### config.mk
export PLATFORM = sky130hd
export DESIGN_NAME = ex_mdu
export DESIGN_NICKNAME = d
export VERILOG_FILES = /design/src/rtl/ex_mdu.sv
export SDC_FILE = /design/constraint.sdc
export NUM_CORES = 1
export LEC_CHECK = 0
export ABC_AREA = 1
export CORE_ASPECT_RATIO = 2
export CORE_MARGIN = 1.5
export CORE_UTILIZATION = 35
export CTS_CLUSTER_SIZE = 8
export DETAILED_ROUTE_END_ITERATION = 10
export SLEW_MARGIN = 10
export SYNTH_ARGS = -nofsm -noshare
export SYNTH_HDL_FRONTEND = slang
export SYNTH_SLANG_ARGS = --single-unit
### constraint.sdc
create_clock -name clk -period 9.7 [get_ports clk]
set_clock_uncertainty 0.1 [all_clocks]
set_input_delay 1.94 -clock clk [delete_from_list [all_inputs] [get_ports clk]]
set_output_delay 1.94 -clock clk [all_outputs]
set_load 0.01 [all_outputs]
### src/rtl/ex_mdu.sv
// ex_mdu: multi-cycle multiply/divide unit in the master EX slot.
// It takes operands from ID/EX, stalls the front end while it iterates and
// returns a 2*WIDTH {hi,lo} result for the HI/LO write.
// Build option MDU_FAST_MULT_EN: MULT/MULTU use a single-cycle combinational
// product and go from IDLE straight to DONE. Without it, multiply is an
// iterative shift-add with the same latency as divide.
//
// state | meaning
// IDLE  | waiting for start; latches magnitudes and sign info
// MUL   | one shift-add step per cycle
// DIV   | one restoring shift-subtract step per cycle
// DONE  | hi/lo valid, done high; waits for ex_advance
module ex_mdu #(
  parameter int WIDTH = 32
) (
  input  logic             clk,
  input  logic             rst,
  input  logic             flush,
  input  logic             start,
  input  logic [1:0]       op,
  input  logic [WIDTH-1:0] a,
  input  logic [WIDTH-1:0] b,
  input  logic             ex_advance,
  output logic             stall,
  output logic             done,
  output logic [WIDTH-1:0] hi,
  output logic [WIDTH-1:0] lo
);

  localparam int CNT_W = $clog2(WIDTH);

  typedef enum logic [1:0] {
    S_IDLE = 2'd0,
    S_MUL  = 2'd1,
    S_DIV  = 2'd2,
    S_DONE = 2'd3
  } state_t;

  state_t           state_q, state_d;
  logic [CNT_W-1:0] cnt_q;
  logic             neg_q;     // negate product / quotient
  logic             neg_r;     // negate remainder (sign of dividend)
  logic             div0_q;    // divisor was zero
  logic [WIDTH-1:0] opnd_q;    // multiplicand or divisor magnitude
  logic [WIDTH-1:0] acc_hi_q;  // upper product / partial remainder
  logic [WIDTH-1:0] acc_lo_q;  // multiplier->lower product / dividend->quotient
  logic [WIDTH-1:0] hi_q, lo_q;
  logic             done_q;

  // operand decode
  logic             op_is_mul;
  logic             op_signed;
  logic             sign_a, sign_b;
  logic [WIDTH-1:0] mag_a, mag_b;

  // iteration datapath
  logic [WIDTH:0]   mul_sum;
  logic [WIDTH:0]   div_shift;
  logic             div_ge;
  logic [WIDTH-1:0] nxt_hi, nxt_lo;
  logic             last_step;

  // final fix-up
  logic [2*WIDTH-1:0] prod_mag;
  logic [2*WIDTH-1:0] prod_fix;
  logic [WIDTH-1:0]   quo_fix, rem_fix;

`ifdef MDU_FAST_MULT_EN
  logic signed [2*WIDTH-1:0] fast_prod_s;
  logic        [2*WIDTH-1:0] fast_prod_u;
  logic        [2*WIDTH-1:0] fast_prod;

  // Single-cycle full product from the raw operands
  always_comb begin
    fast_prod_s = $signed({{WIDTH{a[WIDTH-1]}}, a}) * $signed({{WIDTH{b[WIDTH-1]}}, b});
    fast_prod_u = {{WIDTH{1'b0}}, a} * {{WIDTH{1'b0}}, b};
    fast_prod   = op_signed ? fast_prod_s : fast_prod_u;
  end
`endif

  // Operand decode: op[1]=0 multiply, op[0]=1 unsigned
  always_comb begin
    op_is_mul = ~op[1];
    op_signed = ~op[0];
    sign_a    = op_signed & a[WIDTH-1];
    sign_b    = op_signed & b[WIDTH-1];
    mag_a     = sign_a ? (~a + 1'b1) : a;
    mag_b     = sign_b ? (~b + 1'b1) : b;
  end

  // One radix-2 step for the current state, plus the fixed-up result it
  // would produce if this is the last step
  always_comb begin
    mul_sum   = {1'b0, acc_hi_q} + (acc_lo_q[0] ? {1'b0, opnd_q} : {(WIDTH+1){1'b0}});
    div_shift = {acc_hi_q, acc_lo_q[WIDTH-1]};
    div_ge    = (div_shift >= {1'b0, opnd_q});
    nxt_hi    = acc_hi_q;
    nxt_lo    = acc_lo_q;
    if (state_q == S_MUL) begin
      nxt_hi = mul_sum[WIDTH:1];
      nxt_lo = {mul_sum[0], acc_lo_q[WIDTH-1:1]};
    end else if (state_q == S_DIV) begin
      // remainder stays below the divisor, so WIDTH bits hold the difference
      nxt_hi = div_ge ? (div_shift[WIDTH-1:0] - opnd_q) : div_shift[WIDTH-1:0];
      nxt_lo = {acc_lo_q[WIDTH-2:0], div_ge};
    end
    last_step = (cnt_q == CNT_W'(WIDTH-1));
    prod_mag  = {nxt_hi, nxt_lo};
    prod_fix  = neg_q ? (~prod_mag + 1'b1) : prod_mag;
    // x/0 leaves quotient all ones and remainder = |a|, which the sign
    // fix-up turns back into a; only the quotient needs forcing
    quo_fix   = div0_q ? {WIDTH{1'b1}} : (neg_q ? (~nxt_lo + 1'b1) : nxt_lo);
    rem_fix   = neg_r ? (~nxt_hi + 1'b1) : nxt_hi;
  end

  // State register
  always_ff @(posedge clk) begin
    if (rst) state_q <= S_IDLE;
    else     state_q <= state_d;
  end

  // Next-state logic; flush wins over everything
  always_comb begin
    state_d = state_q;
    unique case (state_q)
      S_IDLE: begin
        if (start) begin
`ifdef MDU_FAST_MULT_EN
          state_d = op_is_mul ? S_DONE : S_DIV;
`else
          state_d = op_is_mul ? S_MUL : S_DIV;
`endif
        end
      end
      S_MUL, S_DIV: begin
        if (last_step) state_d = S_DONE;
      end
      S_DONE: begin
        if (ex_advance) state_d = S_IDLE;
      end
      default: state_d = S_IDLE;
    endcase
    if (flush) state_d = S_IDLE;
  end

  // Datapath, counter and result registers
  always_ff @(posedge clk) begin
    if (rst) begin
      cnt_q    <= '0;
      neg_q    <= 1'b0;
      neg_r    <= 1'b0;
      div0_q   <= 1'b0;
      opnd_q   <= '0;
      acc_hi_q <= '0;
      acc_lo_q <= '0;
      hi_q     <= '0;
      lo_q     <= '0;
      done_q   <= 1'b0;
    end else if (flush) begin
      done_q <= 1'b0;
    end else begin
      unique case (state_q)
        S_IDLE: begin
          if (start) begin
            cnt_q    <= '0;
            neg_q    <= sign_a ^ sign_b;
            neg_r    <= sign_a;
            div0_q   <= ~op_is_mul & (b == '0);
            opnd_q   <= op_is_mul ? mag_a : mag_b;
            acc_hi_q <= '0;
            acc_lo_q <= op_is_mul ? mag_b : mag_a;
`ifdef MDU_FAST_MULT_EN
            if (op_is_mul) begin
              hi_q   <= fast_prod[2*WIDTH-1:WIDTH];
              lo_q   <= fast_prod[WIDTH-1:0];
              done_q <= 1'b1;
            end
`endif
          end
        end
        S_MUL, S_DIV: begin
          acc_hi_q <= nxt_hi;
          acc_lo_q <= nxt_lo;
          cnt_q    <= cnt_q + 1'b1;
          if (last_step) begin
            done_q <= 1'b1;
            if (state_q == S_MUL) begin
              hi_q <= prod_fix[2*WIDTH-1:WIDTH];
              lo_q <= prod_fix[WIDTH-1:0];
            end else begin
              hi_q <= rem_fix;
              lo_q <= quo_fix;
            end
          end
        end
        S_DONE: begin
          if (ex_advance) done_q <= 1'b0;
        end
        default: done_q <= 1'b0;
      endcase
    end
  end

  // Front-end stall: request in IDLE or iterating, never in DONE
  always_comb begin
    stall = ~rst & ~flush &
            (((state_q == S_IDLE) & start) | (state_q == S_MUL) | (state_q == S_DIV));
  end

  assign done = done_q;
  assign hi   = hi_q;
  assign lo   = lo_q;

endmodule

# Yosys cells after proc, flatten, opt, wreduce, memory -nomap -nowiden

Cells that the tools add are included.

Equal/unequal tests: 7
Div/mod/pow operators: 0
Shift-type cells: 0
Multiply operators: 0
Bitwise gates (word level): 17
Add/sub/neg operators: 8
Multiplexer cells: 30
Order comparisons: 1
Reductions and logical operators: 11

Operators by type and width:

| kind                    | number |
|---|---|
| $mux W32                | 17 |
| $add A32 B1 Y32 const B | 4 |
| $not A32 Y32            | 4 |
| $pmux W32 S2            | 2 |
| $add A64 B1 Y64 const B | 1 |
| $mux W64                | 1 |
| $not A64 Y64            | 1 |
| $add A32 B32 Y33        | 1 |
| $ge A33 B32 Y1          | 1 |
| $logic_not A32 Y1       | 1 |
| $sub A32 B32 Y32        | 1 |
| $reduce_and A3 Y1       | 5 |
| $pmux W5 S2             | 1 |
| $mux W2                 | 4 |
| $and A1 B1 Y1           | 6 |
| $ne A2 B2 Y1 const B    | 3 |
| $pmux W2 S3             | 1 |
| $add A5 B1 Y5 const B   | 1 |
| $eq A5 B5 Y1 const B    | 1 |
| $mux W5                 | 1 |
| $eq A2 B2 Y1 const B    | 2 |
| $reduce_bool A2 Y1      | 2 |
| $reduce_or A2 Y1        | 2 |
| $not A1 Y1              | 3 |
| 6 further kinds         | 8 |

Memories: 0
Bits in read-only memories: 0
Latch bits: 0
Memory bits (writable): 0
Word-level logic and storage cells: 85
Register bits: 171

# Depth between registers and ports, before layout

Gate-level depths: netlist (run 1).

Depth in word-level cells: 8
Mapped depth: 34

# Worst setup path after synthesis (run 1)

Ideal clock, no wire load.

Path kind: input to output
Start point: in rst
End point: out stall
Arrival time: 2.595 ns
Path slack: 5.065 ns
Cell stages on the path: 4
Cells stage by stage: inv_1 > clkbuf_1 > nand2_1 > a21oi_1

Longest elaborated chain between the ends: 3

Ends and longest elaborated chain:

| what                        | line | RTL |
|---|---|---|
| from (decl)                 | 17   | `input logic rst,` |
| $not A1 Y1                  | 206  | `stall = ~rst & ~flush &` |
| $and A1 B1 Y1 (2 in series) | 206  |  |
| to (decl)                   | 24   | `output logic stall,` |

Every way passes these cells.

# Worst setup path in the final report (run 1)

Ends and elaborated chain as after synthesis.

==> results.toml, run 1 <==
[clock_network]
cts-resized-gates = 0
clock_tree_from_tritoncts = "built"
worst_setup_hold_path_clk_slew_ns = 0.07
buffer_count_from_post_cts_setup_fixing = 0
cts.sink_count = 171
clock_h_tree_levels = 4
clock_latency_ns = 0.47
cts_made_buffers = 17
cts.path.max_buffers = 2
post_cts_hold_buffer_count = 0
clock-root-buffer = "sky130_fd_sc_hd__clkbuf_16"

[run]
max-cap-violations = 0

[logic_synthesis]
synth_top_flop_cell = "sky130_fd_sc_hd__dfxtp_1"
yosys.cell_count.top_type = "sky130_fd_sc_hd__nand2_1"
post-synth-top-area-fraction_pct = 19.48
yosys_warnings = 0
synth_top_cells_by_area = "sky130_fd_sc_hd__dfxtp_1, sky130_fd_sc_hd__nand2_1, sky130_fd_sc_hd__inv_1"
netlist_instances = 2989
synth-seq-cells = 171
synth-edff-count = 0
netlist_top_cells_count = "sky130_fd_sc_hd__nand2_1, sky130_fd_sc_hd__inv_1, sky130_fd_sc_hd__nor2_1, sky130_fd_sc_hd__a21oi_1, sky130_fd_sc_hd__nand3_1"
synth_nets = 3136
synth_top_area_cell = "sky130_fd_sc_hd__dfxtp_1"
ys_types = 63
synth_async_sr_flop_share_pct = 0
synthesis.area_per_instance_um2 = 5.881
netlist_area_mm2 = 0.01758
seq_area_frac_synth_pct = 19.48

[worst_setup_path]
endpoint = "stall"
crit_cells = 7
worst_path_max_delay_cell = "sky130_fd_sc_hd__buf_4"
timing.reg2reg.setup_slack_ns = 4.32
critical_path.max_stage_delay_ns = 0.69
crit_family = "buffers and inverters"
cp.required_ns = 7.66
r2r_end = "hi[22]"
worstPathArrival_ns = 4.26
cp.buffers_inverters = 5
critical_path_class = "in2out"
worstReg2RegStart = "acc_hi_q[21]"
worstSetupEndpointType = "primary output"
setup.worst_path.start = "rst"
critical_path_peak_fanout = 85
start_kind = "input port"
reg2reg_depth = 30
crit_path_cell_trace = "buf_2 > buf_4 > inv_2 > buf_4 > nand2_1 > a21oi_1 > clkdlybuf4s50_1"
critical-path-top-cell-by-count = "sky130_fd_sc_hd__buf_4"

[floorplanning]
die_y_um = 319.9
die-area_mm2 = 0.05165
floorplan.die.width_um = 161.5
design.portCount = 137
core_mm2 = 0.04978
initial_core_util_pct = 35.31
fp-row-count = 116

[sta]
fin_setup_tns_ns = 0
min_period_ns = 6.303
final.period_utilization_pct = 64.98
timing.max_slew.rel_slack_pct = 29.59
clock.fmax_mhz = 158.7
hold_slack_ns = 0.3770
grt_setup_unrepaired = "false"
report.final.setup_viol = 0
maxSlewViolCount = 0
finalHoldViolations = 0
worst-slew-pin-transition_ns = 1.056

[hold_path]
class_of_the_most_critical_hold_timing_path = "reg2reg"
holdCritStartpoint = "neg_r"

[detailed_routing]
detailedRoute.firstIterationViolations = 1504
total_number_of_vias = 19951
wl_final_um = 77200
drtAntennaViolNets = 0
first_pass_iters = 8
route.detailed.vias_per_inst = 5.386
wl_per_cell_um = 20.84
drt_drc_violations_left = 0

[layout]
num-nets-final = 3190
diodes = 0
final_design_instance_area_without_fill_mm2 = 0.01990
drive_above_1_share_pct = 6.612
areaGrowthSynthToFinish_pct = 13.23

[power]
vdd_ir_drop_max_v = 0.0001286
power.static_leakage_nw = 9.360
power_density_mw_per_mm2 = 124.6

[place]
placement.cell_area_mm2 = 0.01936
place.port_buffers = 136
finalWeightedCongestion = 0.9871
hpwl_reported_at_the_end_of_detailed_placement_um = 61850

[global_route]
grt-ovfl-total = 0
grt_pass1_wl_um = 115300
via_count_of_the_first_global_routing_pass = 19922
gr-usage-all-layers_pct = 29.96
largest_net_degree_at_the_start_of_global_routing = 97
number_of_antenna_violations_at_the_first_check_in_global_routing = 0

[status]
run_status = "completed"
-- tightest hold or removal path, stage by stage (launching register included) --
cell and delay (ns):
sky130_fd_sc_hd__dfxtp_1 0.31, sky130_fd_sc_hd__nand2_1 0.06, sky130_fd_sc_hd__a21oi_1 0.05
-- layer usage --
metal / vias to the layer above / wire (µm) / track usage, %
met5: - / 0 / 0
met4: 0 / 8827 / 30.91
met3: 296 / 2498 / 2.710
met2: 652 / 41140 / 56.69
met1: 9140 / 24740 / 26.49
li1: 9863 / - / -
-- stage by stage --
step                cells  power, W  setup slack, ns  utilization, %
finish               3704  0.002479            3.397           39.98
global route         3704  0.002610            3.269           39.98
CTS                  3704  0.002474            3.395           39.98
detailed placement   3673  0.001809            3.454           38.89
global placement     3673  0.001809            3.412           38.89
floorplan            2989  0.001485            5.065               -
-- layout by cell type (no fill, tap or decap), types with 22 or more instances in the layout --
| cell type | netlist | final |
|---|---|---|
| sky130_fd_sc_hd__dfxtp_1 | 171 | 170 |
| sky130_fd_sc_hd__nor3_1 | 36 | 36 |
| sky130_fd_sc_hd__xor2_1 | 75 | 75 |
| sky130_fd_sc_hd__o211ai_1 | 52 | 52 |
| sky130_fd_sc_hd__nor2_1 | 250 | 247 |
| sky130_fd_sc_hd__nor2_2 | 27 | 29 |
| sky130_fd_sc_hd__xnor2_1 | 31 | 31 |
| sky130_fd_sc_hd__nand3_1 | 216 | 216 |
| sky130_fd_sc_hd__inv_1 | 418 | 416 |
| sky130_fd_sc_hd__a21oi_1 | 230 | 229 |
| sky130_fd_sc_hd__clkdlybuf4s50_1 | 0 | 134 |
| sky130_fd_sc_hd__a31oi_1 | 24 | 24 |
| sky130_fd_sc_hd__nand2_2 | 27 | 27 |
| sky130_fd_sc_hd__inv_2 | 20 | 22 |
| sky130_fd_sc_hd__ha_1 | 74 | 73 |
| sky130_fd_sc_hd__nand4_1 | 50 | 50 |
| sky130_fd_sc_hd__nand2_1 | 816 | 816 |
| sky130_fd_sc_hd__o21ai_0 | 138 | 138 |
-- flip-flops by register name (all words and copies together), names as in the netlist --
register,count
lo,32
neg_r,1
done,1
div0_q,1
state_q,2
opnd_q,32
hi,32
acc_lo_q,32
neg_q,1
cnt_q,5
acc_hi_q,32
-- report_power, final --
| part | switching, W | leakage [nW] | total (W) | internal [W] |
|---|---|---|---|---|
| Sequential | 0.0000282 | 1.39 | 0.000754 | 0.000726 |
| Combinational | 0.000753 | 7.71 | 0.00106 | 0.000306 |
| Clock | 0.000324 | 0.268 | 0.000666 | 0.000342 |
| Total | 0.00111 | 9.36 | 0.00248 | 0.00137 |
-- cell type report --
type | count | area, µm²
Inverter | 442 | 1663
Timing Repair Buffer | 154 | 1486
Sequential cell | 171 | 3425
Tap cell | 649 | 812.0
Clock inverter | 12 | 90.09
Clock buffer | 19 | 452.9
Multi-Input combinational cell | 2257 | 11970
Fill cell | 5559 | 29880
-- logic make-up (layout without fill, tap and decap cells) --
logic type                 count (synthesis)  in the layout  synth area share (%)
AOI/OAI and AO/OA                        595            595                 20.39
xor gates and xnor gates                 106            106                 5.282
adders and majority gates                 76             76                 5.495
buffers and inverters                    561            627                 12.56
DFF                                      171            171                 19.48
and+or+nand+nor                         1480           1480                 36.80
-- how the worst min path moves through the flow --
stage | slack (ns) | depth (start not counted) | to
after floorplan | 0.35 | 2 | cnt_q[3]
after global placement | 0.35 | 2 | neg_r
after detailed placement | 0.36 | 2 | cnt_q[3]
after CTS | 0.37 | 2 | cnt_q[3]
after global routing | 0.38 | 2 | cnt_q[3]
final | 0.38 | 2 | neg_r
Note: power is estimated with default switching activity, not from simulation.
==> run 2: changes to the inputs <==
==> constraint.sdc (replaced) <==
create_clock -name clk -period 6.4 [get_ports clk]
set_clock_uncertainty 0.1 [all_clocks]
set_input_delay 1.28 -clock clk [delete_from_list [all_inputs] [get_ports clk]]
set_output_delay 1.28 -clock clk [all_outputs]
set_load 0.01 [all_outputs]
==> results.toml, run 2 (synthesized netlist as in run 1, its figures left out) <==
[floorplanning]
design.portCount = 137
floorplan.die.width_um = 161.5
fp-row-count = 116
die-area_mm2 = 0.05165
core_mm2 = 0.04978
initial_core_util_pct = 35.31
die_y_um = 319.9

[layout]
num-nets-final = 3189
areaGrowthSynthToFinish_pct = 13.60
final_design_instance_area_without_fill_mm2 = 0.01997
multi_input_area_mm2 = 0.01197
num-fill-cells = 5628
drive_above_1_share_pct = 6.645
regArea_mm2 = 0.003426
layout.cells.most_common_list = "sky130_fd_sc_hd__nand2_1, sky130_fd_sc_hd__inv_1, sky130_fd_sc_hd__nor2_1"
layout.cells.most_common = "sky130_fd_sc_hd__nand2_1"
diodes = 0

[place]
placement.cell_area_mm2 = 0.01935
place_ws_ns = 1.350
place.port_buffers = 136
finalWeightedCongestion = 1.005
hpwl_reported_at_the_end_of_detailed_placement_um = 64250

[detailed_routing]
route.detailed.vias_per_inst = 5.474
wl_final_um = 80400
total_number_of_vias = 20275
detailedRoute.firstIterationViolations = 1289
drt_drc_violations_left = 0
drtAntennaViolNets = 0
wl_per_cell_um = 21.70
first_pass_iters = 6

[sta]
clock.fmax_mhz = 191.3
grt_setup_unrepaired = "false"
final.period_utilization_pct = 81.68
worst-slew-pin-transition_ns = 1.046
min_period_ns = 5.227
worst_slack_ns = 1.173
fin_setup_tns_ns = 0
maxSlewViolCount = 0
finalHoldViolations = 0
timing.max_slew.rel_slack_pct = 30.25
report.final.setup_viol = 0

[worst_setup_path]
worstReg2RegStart = "opnd_q[16]"
cp.required_ns = 6.69
r2r_end = "hi[20]"
worstSetupEndpointType = "register"
endpoint = "hi[20]"
critical_path_peak_fanout = 35
setup.worst_path.start = "opnd_q[16]"
critical_path_class = "reg2reg"
worst_path_max_delay_cell = "sky130_fd_sc_hd__dfxtp_1"
reg2reg_depth = 29
timing.reg2reg.setup_slack_ns = 1.17
critical_path.max_stage_delay_ns = 0.60
worstPathArrival_ns = 5.52
critical-path-top-cell-by-count = "sky130_fd_sc_hd__nand2_1"
start_kind = "register"

[hold_path]
class_of_the_most_critical_hold_timing_path = "reg2reg"

[global_route]
grt_pass1_wl_um = 119700
gr-usage-all-layers_pct = 31.25
via_count_of_the_first_global_routing_pass = 20692
largest_net_degree_at_the_start_of_global_routing = 96
grt-ovfl-total = 0
number_of_antenna_violations_at_the_first_check_in_global_routing = 0

[clock_network]
cts-resized-gates = 0
cts.sink_count = 171
post_cts_hold_buffer_count = 0
clock_tree_from_tritoncts = "built"
cts.path.max_buffers = 2
cts_made_buffers = 17
buffer_count_from_post_cts_setup_fixing = 0
worst_setup_hold_path_clk_slew_ns = 0.09
clock-root-buffer = "sky130_fd_sc_hd__clkbuf_16"
clock_latency_ns = 0.49
clock_h_tree_levels = 4

[status]
run_status = "completed"

[power]
power_density_mw_per_mm2 = 195.7
vdd_ir_drop_max_v = 0.0002048
power.static_leakage_nw = 9.385

[run]
max-cap-violations = 0
==> run 2: changes by cell type in the layout (fill, tap and decap cells not counted) <==
| cell | delta |
|---|---|
| sky130_fd_sc_hd__clkinv_2 | -4 |
| sky130_fd_sc_hd__clkinv_8 | +4 |
| sky130_fd_sc_hd__clkbuf_8 | -2 |
| sky130_fd_sc_hd__inv_6 | +2 |
| sky130_fd_sc_hd__inv_8 | +2 |
| sky130_fd_sc_hd__buf_4 | -1 |
| sky130_fd_sc_hd__bufinv_16 | +1 |
| sky130_fd_sc_hd__clkinv_4 | -1 |
| sky130_fd_sc_hd__clkinvlp_4 | -1 |
| sky130_fd_sc_hd__dfxtp_1 | -1 |
| sky130_fd_sc_hd__dfxtp_2 | +1 |
==> run 2: report_power, final <==
| group | leakage (nW) | switching, W | internal [W] |
|---|---|---|---|
| Combinational | 7.70 | 0.00115 | 0.000463 |
| Sequential | 1.39 | 0.0000469 | 0.00110 |
| Clock | 0.296 | 0.000585 | 0.000564 |
| Total | 9.38 | 0.00178 | 0.00213 |
==> run 2: how the worst min path moves through the flow <==
stage	startpoint	endpoint	slack [ns]	depth (start not counted)
2_1_floorplan	cnt_q[3]	cnt_q[3]	0.35	2
6_report	cnt_q[3]	cnt_q[3]	0.37	2
5_1_grt	opnd_q[19]	opnd_q[19]	0.40	2
4_1_cts	cnt_q[3]	cnt_q[3]	0.37	2
3_3_place_gp	cnt_q[3]	cnt_q[3]	0.36	2
3_5_place_dp	cnt_q[3]	cnt_q[3]	0.36	2
==> run 2: area by class of cell <==
cell class | count | area share [%]
Multi-Input combinational cell | 2257 | 59.96
Sequential cell | 171 | 17.16
Inverter | 442 | 8.328
Timing Repair Buffer | 153 | 7.407
Tap cell | 649 | 4.067
Clock buffer | 17 | 2.131
Clock inverter | 15 | 0.9462
==> run 2: worst max-delay path: cells and delay by family, from the launching register on <==
kind	cells	cell delay, ns
AOI/OAI and AO/OA	5	0.89
buffers and inverters	3	0.30
DFF	1	0.60
and+or+nand+nor	19	2.67
adders and majority gates	2	0.58
==> run 2: stage by stage <==
stage               cells  hold slack [ns]  total power [W]  utilization (%)
CTS                  3704           0.3725         0.003884            40.11
finish               3704           0.3702         0.003908            40.11
detailed placement   3672           0.3588         0.002750            38.87
global placement     3672           0.3575         0.002753            38.87
floorplan            2989           0.3453         0.002251                -
global route         3704           0.4001         0.004097            40.11
==> run 2: metal layers <==
metal	routed length [µm]	track usage, %	vias up
met5	0	0	-
met4	10190	34.26	0
met3	2859	3.411	371
met2	41750	58.08	736
met1	25590	27.36	9313
li1	-	-	9855
